File: config.mk
export PLATFORM = sky130hd
export DESIGN_NAME = hazard_ctrl_flat
export DESIGN_NICKNAME = d
export VERILOG_FILES = /design/src/rtl/mips_pkg.sv /design/src/rtl/hazard_ctrl_if.sv /design/src/rtl/hazard_detect.sv /design/src/rtl/hazard_ctrl.sv /design/src/flat_wrapper.sv
export SDC_FILE = /design/constraint.sdc
export NUM_CORES = 1
export LEC_CHECK = 0
export CORE_AREA = 2 2 39 41
export DETAILED_ROUTE_END_ITERATION = 10
export DIE_AREA = 0 0 41 43
export DONT_BUFFER_PORTS = 1
export SYNTH_ARGS = -nofsm -noshare
export SYNTH_HDL_FRONTEND = slang
export SYNTH_SLANG_ARGS = --single-unit
File: constraint.sdc
create_clock -name clk -period 4.68 [get_ports clk]
set_input_delay 1.17 -clock clk [delete_from_list [all_inputs] [get_ports clk]]
set_output_delay 1.17 -clock clk [all_outputs]
set_load 0.02 [all_outputs]
File: src/rtl/mips_pkg.sv
// ============================================================================
// Module      : mips_pkg
// Description : Shared MIPS core definitions: opcode constants, hazard
//               controller state encoding and source-operand decode helpers.
// Revision    : 1.0 - initial release
// ============================================================================
`default_nettype none

package mips_pkg;

    localparam logic [5:0] OP_RTYPE  = 6'h00;
    localparam logic [5:0] OP_REGIMM = 6'h01;
    localparam logic [5:0] OP_BEQ    = 6'h04;
    localparam logic [5:0] OP_BNE    = 6'h05;
    localparam logic [5:0] OP_BLEZ   = 6'h06;
    localparam logic [5:0] OP_BGTZ   = 6'h07;
    localparam logic [5:0] OP_SW     = 6'h2B;

    typedef enum logic [0:0] {
        HZ_RUN   = 1'b0,
        HZ_STALL = 1'b1
    } hz_state_t;

    // rt is a true source only for R-type, two-operand branches and stores
    function automatic logic uses_rt(input logic [5:0] op);
        return (op == OP_RTYPE) || (op == OP_BEQ) || (op == OP_BNE) || (op == OP_SW);
    endfunction

    // Branches resolved in ID need their operands earlier than EX consumers
    function automatic logic is_branch(input logic [5:0] op);
        return (op == OP_BEQ) || (op == OP_BNE) || (op == OP_REGIMM) ||
               (op == OP_BLEZ) || (op == OP_BGTZ);
    endfunction

endpackage

`default_nettype wire

File: src/rtl/hazard_ctrl_if.sv
// ============================================================================
// Module      : hazard_ctrl_if
// Description : Pipeline-field bundle between the ID/EX/MEM stages and the
//               hazard controller, plus the controller's enable/flush outputs.
// Revision    : 1.0 - initial release
// ============================================================================
`default_nettype none

interface hazard_ctrl_if;
    logic [5:0] Opcode_IFID;
    logic [4:0] RsAddr_IFID;
    logic [4:0] RtAddr_IFID;
    logic [4:0] WrAddr_IDEX;
    logic       RegWrite_IDEX;
    logic       MemRead_IDEX;
    logic [4:0] RdAddr_EXMEM;
    logic       MemRead_EXMEM;
    logic       BranchTaken;
    logic       Jump;
    logic       PCWrite;
    logic       IFIDWrite;
    logic       IDEXBubble;
    logic       IFIDFlush;

    // Pipeline side: supplies stage fields, consumes the enables
    modport master (
        output Opcode_IFID, RsAddr_IFID, RtAddr_IFID, WrAddr_IDEX, RegWrite_IDEX,
               MemRead_IDEX, RdAddr_EXMEM, MemRead_EXMEM, BranchTaken, Jump,
        input  PCWrite, IFIDWrite, IDEXBubble, IFIDFlush
    );

    // Controller side
    modport slave (
        input  Opcode_IFID, RsAddr_IFID, RtAddr_IFID, WrAddr_IDEX, RegWrite_IDEX,
               MemRead_IDEX, RdAddr_EXMEM, MemRead_EXMEM, BranchTaken, Jump,
        output PCWrite, IFIDWrite, IDEXBubble, IFIDFlush
    );
endinterface

`default_nettype wire

File: src/rtl/hazard_detect.sv
// ============================================================================
// Module      : hazard_detect
// Description : Combinational stall-requirement decode. Returns how many
//               bubbles (0..2) the instruction in ID needs before forwarding
//               can supply its sources.
// Revision    : 1.0 - initial release
// ============================================================================
`default_nettype none

module hazard_detect
    import mips_pkg::*;
(
    input  wire logic [5:0] opcode,
    input  wire logic [4:0] rs,
    input  wire logic [4:0] rt,
    input  wire logic [4:0] wr_ex,
    input  wire logic       regwrite_ex,
    input  wire logic       memread_ex,
    input  wire logic [4:0] rd_mem,
    input  wire logic       memread_mem,
    output logic      [1:0] need
);

    logic use_rt;
    logic branch;
    logic match_ex;
    logic match_mem;

    // Source matching and stall-count selection; the largest requirement wins
    always_comb begin
        use_rt    = uses_rt(opcode);
        branch    = is_branch(opcode);
        // $zero is never a real dependency
        match_ex  = (wr_ex != 5'd0) && ((wr_ex == rs) || (use_rt && (wr_ex == rt)));
        match_mem = (rd_mem != 5'd0) && ((rd_mem == rs) || (use_rt && (rd_mem == rt)));
        need      = 2'd0;
        if (branch) begin
            if (memread_ex && match_ex) begin
                need = 2'd2;
            end else if ((regwrite_ex && !memread_ex && match_ex) ||
                         (memread_mem && match_mem)) begin
                need = 2'd1;
            end
        end else if (memread_ex && match_ex) begin
            need = 2'd1;
        end
    end

endmodule

`default_nettype wire

File: src/rtl/hazard_ctrl.sv
// ============================================================================
// Module      : hazard_ctrl
// Description : Pipeline hazard controller. Inserts load-use and ID-branch
//               stalls, drives PC/IF-ID enables, ID/EX bubble and IF/ID flush.
//               Optional stall/flush statistics counters are built when the
//               HAZARD_CTRL_STATS_EN macro is defined.
// Revision    : 1.0 - initial release
// ============================================================================
`default_nettype none

module hazard_ctrl
    import mips_pkg::*;
(
    input  wire logic   clk,
    input  wire logic   rst,
    hazard_ctrl_if.slave hz
`ifdef HAZARD_CTRL_STATS_EN
    ,
    output logic [15:0] StallCount,
    output logic [15:0] FlushCount
`endif
);

    hz_state_t state;
    hz_state_t state_next;
    logic      cnt;
    logic      cnt_next;
    logic      stall;
    logic      flush;
    logic [1:0] need;

    hazard_detect u_detect (
        .opcode      (hz.Opcode_IFID),
        .rs          (hz.RsAddr_IFID),
        .rt          (hz.RtAddr_IFID),
        .wr_ex       (hz.WrAddr_IDEX),
        .regwrite_ex (hz.RegWrite_IDEX),
        .memread_ex  (hz.MemRead_IDEX),
        .rd_mem      (hz.RdAddr_EXMEM),
        .memread_mem (hz.MemRead_EXMEM),
        .need        (need)
    );

    // State and remaining-stall counter
    always_ff @(posedge clk or posedge rst) begin
        if (rst) begin
            state <= HZ_RUN;
            cnt   <= 1'b0;
        end else begin
            state <= state_next;
            cnt   <= cnt_next;
        end
    end

    // Next state: a two-bubble hazard stalls now in RUN and once more in STALL
    always_comb begin
        state_next = state;
        cnt_next   = cnt;
        stall      = 1'b0;
        case (state)
            HZ_RUN: begin
                stall = (need != 2'd0);
                if (need == 2'd2) begin
                    state_next = HZ_STALL;
                    cnt_next   = 1'b1;
                end
            end
            HZ_STALL: begin
                stall    = 1'b1;
                cnt_next = (cnt == 1'b0) ? 1'b0 : cnt - 1'b1;
                if (cnt_next == 1'b0) begin
                    state_next = HZ_RUN;
                end
            end
            default: begin
                state_next = HZ_RUN;
                cnt_next   = 1'b0;
            end
        endcase
    end

    // Output decode: stall beats flush, and reset forces run values at once
    always_comb begin
        flush         = !rst && !stall && (hz.BranchTaken || hz.Jump);
        hz.PCWrite    = rst || !stall;
        hz.IFIDWrite  = rst || !stall;
        hz.IDEXBubble = !rst && stall;
        hz.IFIDFlush  = flush;
    end

`ifdef HAZARD_CTRL_STATS_EN
    // Saturating stall and flush event counters
    always_ff @(posedge clk or posedge rst) begin
        if (rst) begin
            StallCount <= 16'd0;
            FlushCount <= 16'd0;
        end else begin
            if (stall && (StallCount != 16'hFFFF)) begin
                StallCount <= StallCount + 16'd1;
            end
            if (flush && (FlushCount != 16'hFFFF)) begin
                FlushCount <= FlushCount + 16'd1;
            end
        end
    end
`endif

endmodule

`default_nettype wire

File: src/flat_wrapper.sv
// flat-port wrapper written by rule: the top's interface ports become plain ports
module hazard_ctrl_flat import mips_pkg::*;
  (clk, rst, hz_Opcode_IFID, hz_RsAddr_IFID, hz_RtAddr_IFID, hz_WrAddr_IDEX, hz_RegWrite_IDEX, hz_MemRead_IDEX, hz_RdAddr_EXMEM, hz_MemRead_EXMEM, hz_BranchTaken, hz_Jump, hz_PCWrite, hz_IFIDWrite, hz_IDEXBubble, hz_IFIDFlush);
  hazard_ctrl_if hz_i ();
  input  wire logic clk;
  input  wire logic rst;
  input wire logic [$bits(hz_i.Opcode_IFID)-1:0] hz_Opcode_IFID;
  input wire logic [$bits(hz_i.RsAddr_IFID)-1:0] hz_RsAddr_IFID;
  input wire logic [$bits(hz_i.RtAddr_IFID)-1:0] hz_RtAddr_IFID;
  input wire logic [$bits(hz_i.WrAddr_IDEX)-1:0] hz_WrAddr_IDEX;
  input wire logic [$bits(hz_i.RegWrite_IDEX)-1:0] hz_RegWrite_IDEX;
  input wire logic [$bits(hz_i.MemRead_IDEX)-1:0] hz_MemRead_IDEX;
  input wire logic [$bits(hz_i.RdAddr_EXMEM)-1:0] hz_RdAddr_EXMEM;
  input wire logic [$bits(hz_i.MemRead_EXMEM)-1:0] hz_MemRead_EXMEM;
  input wire logic [$bits(hz_i.BranchTaken)-1:0] hz_BranchTaken;
  input wire logic [$bits(hz_i.Jump)-1:0] hz_Jump;
  output wire logic [$bits(hz_i.PCWrite)-1:0] hz_PCWrite;
  output wire logic [$bits(hz_i.IFIDWrite)-1:0] hz_IFIDWrite;
  output wire logic [$bits(hz_i.IDEXBubble)-1:0] hz_IDEXBubble;
  output wire logic [$bits(hz_i.IFIDFlush)-1:0] hz_IFIDFlush;
  assign hz_i.Opcode_IFID = hz_Opcode_IFID;
  assign hz_i.RsAddr_IFID = hz_RsAddr_IFID;
  assign hz_i.RtAddr_IFID = hz_RtAddr_IFID;
  assign hz_i.WrAddr_IDEX = hz_WrAddr_IDEX;
  assign hz_i.RegWrite_IDEX = hz_RegWrite_IDEX;
  assign hz_i.MemRead_IDEX = hz_MemRead_IDEX;
  assign hz_i.RdAddr_EXMEM = hz_RdAddr_EXMEM;
  assign hz_i.MemRead_EXMEM = hz_MemRead_EXMEM;
  assign hz_i.BranchTaken = hz_BranchTaken;
  assign hz_i.Jump = hz_Jump;
  assign hz_PCWrite = hz_i.PCWrite;
  assign hz_IFIDWrite = hz_i.IFIDWrite;
  assign hz_IDEXBubble = hz_i.IDEXBubble;
  assign hz_IFIDFlush = hz_i.IFIDFlush;
  hazard_ctrl u_core (.clk(clk), .rst(rst), .hz(hz_i));
endmodule
==> qor.csv <==
metric,value,unit
Boundary Pins,37,
VDD IR max,0.02384,mV
die area,0.001763,sq mm
PostCTS Resize Cnt,0,
mapped cell area,435.4,sq um
largest reg by FF count,u_core.state,
number of max-cap violations,0,
status,"finished, final reports clean",
Largest register FFs,1,
Antenna Cells,0,
Buffers on Ports,0,
Post-route DRC,0,
"Req. time, crit path",3510,ps
num rows,14,
final net count,92,
Worst Max-Slew Pin Slew,535.7,ps
Gate Count Post-Synth,57,
dpl hpwl,889.2,um
Synth Register Bits,1,
total negative slack,0,ps
Critical Path AT,2750,ps
register area share after synthesis,5.747,%
Pre-Repair DR Iteration Count,3,
Hold Path Class,reg2reg,
final instance area,455.4,sq um
gr busiest metal,met2,
minimum clock period,3921,ps
postcts setup bufs,0,
syn_area_per_cell,7.639,sq um
period utilization,83.79,%
Netlist cell types,26,
top post-synthesis cells by area,"xor2_1 (24%), xnor2_1 (16%), dfrtp_1 (5.7%), nor3_1 (5.7%), nor2_1 (5.2%)",
met1 GRT Util,13.38,%
first-pass GRT wire length,1.511,mm
slew margin rel.,63.99,%
routing usage on met3,0.5236,%
initial antenna violation count,0,
Initial Util,31.46,%
Tot Pwr,0.00003499,W
DP Area,455.4,sq um
Crit Path Max Fanout,3,
"Top FF cell, synth",dfrtp_1,
maximum clock rate,255.0,MHz
GRT Overall Usage,11.31,%
met2 Use GR,21.88,%
Worst setup EP type,primary output,
Clock Skew,0,ps
vias in the first global route,434,
hold buffers post-CTS,0,
Ys Warns,0,
total core area,0.001384,sq mm
DRT antenna net count,0,
P&R area growth vs syn,4.598,%
P_leak,0.1692,nW
biggest regs,u_core.state (1),
crit path launch type,input port,
Setup CP Type,in2out,
die width,41,um
Final setup viols,0,
GP Congestion,0.7657,
fraction of final layout cells sized beyond drive strength 1,10.53,%
via/cell ratio,5.452,
"EDFF count, synth",0,
Yosys top cell area share,24.14,%
clk_lat worst skew,0,ps
"Reg clk slew, reported paths",0,ps
Power per Cell Area,76.82,mW/mm^2
Final Hold Vio Count,0,
max-slew violations,0,
global route overflow,0,
Via Count,398,
Post-Route WL,947,um
RSZ-0062 raised after global routing,false,
cell taking the most area after synthesis,xor2_1,
Die Ht,43,um
DR iter-0 viols,7,
largest net degree at the start of global routing,5,
Post-synth ARST share,100.0,%
wire length per cell,12.97,um
syn_nets,90,
==> worst max-delay path, stage by stage <==
cell,delay (ps)
or4_4,520
o21ai_2,140
nor4_1,70
a311o_1,370
nor4_2,490
==> worst paths after layout <==
check / start / endpoint / slack [ps] / cells after the start
min in group asynchronous: rst / u_core.state$_DFF_PP0_ / 920 / 1
max: hz_RdAddr_EXMEM[1] / hz_IFIDFlush / 760 / 5
min: u_core.state$_DFF_PP0_ / u_core.state$_DFF_PP0_ / 580 / 2
max in group asynchronous: rst / u_core.state$_DFF_PP0_ / 3640 / 1
max reg2reg: u_core.state$_DFF_PP0_ / u_core.state$_DFF_PP0_ / 3850 / 2
min reg2reg: u_core.state$_DFF_PP0_ / u_core.state$_DFF_PP0_ / 580 / 2
==> logic make-up (layout without fill, tap and decap cells) <==
logic type             after synthesis  in the layout  share of synthesized area [%]
AND/OR/NAND/NOR                     25             25                          33.62
XOR/XNOR                            20             20                          40.23
AO/OA/AOI/OAI                        8              8                          16.96
buffers and inverters                3              3                          3.450
flip-flops                           1              1                          5.746
==> routing by layer <==
| layer | up-vias | wire, um |
|---|---|---|
| met2 | 16 | 502 |
| met5 | - | 0 |
| met1 | 181 | 355 |
| li1 | 201 | - |
| met3 | 0 | 89 |
| met4 | 0 | 0 |
==> cell usage in the layout, fill, tap and decap left out, types with 2 or more instances in the layout <==
cell type	Yosys	final
xnor2_1	8	8
nand2_1	2	2
nor3_1	5	5
inv_1	2	2
nand3_1	3	3
xor2_1	12	12
nor2_1	6	6
==> cells in the mapped netlist, types with 2 or more instances <==
cell / count
nor3_1: 5
xnor2_1: 8
inv_1: 2
nand2_1: 2
xor2_1: 12
nor2_1: 6
nand3_1: 3
==> metrics by stage <==
stage,utilization [%],hold WS [ps],cells,worst slack (ps)
after floorplan,-,544.9,57,681.2
final,32.91,576.1,73,758.5
after global routing,32.91,596.8,73,706.4
after CTS,32.91,578.3,73,745.6
after global placement,32.91,581.0,73,754.3
after detailed placement,32.91,578.3,73,747.4
==> where the power goes <==
group	leakage, nW	internal, W	switching [W]	total, W
Sequential	0.0140	0.00000882	0.00000000956	0.00000883
Clock	0	0	0	0
Combinational	0.155	0.0000149	0.0000113	0.0000262
==> area by class of cell <==
class,count,area [sq um]
Multi-Input combinational cell,53,395.4
Timing Repair Buffer,1,7.507
Fill cell,159,928.4
Tap cell,16,20.02
Inverter,2,7.507
Sequential cell,1,25.02
(Power assumes the default switching activity.)
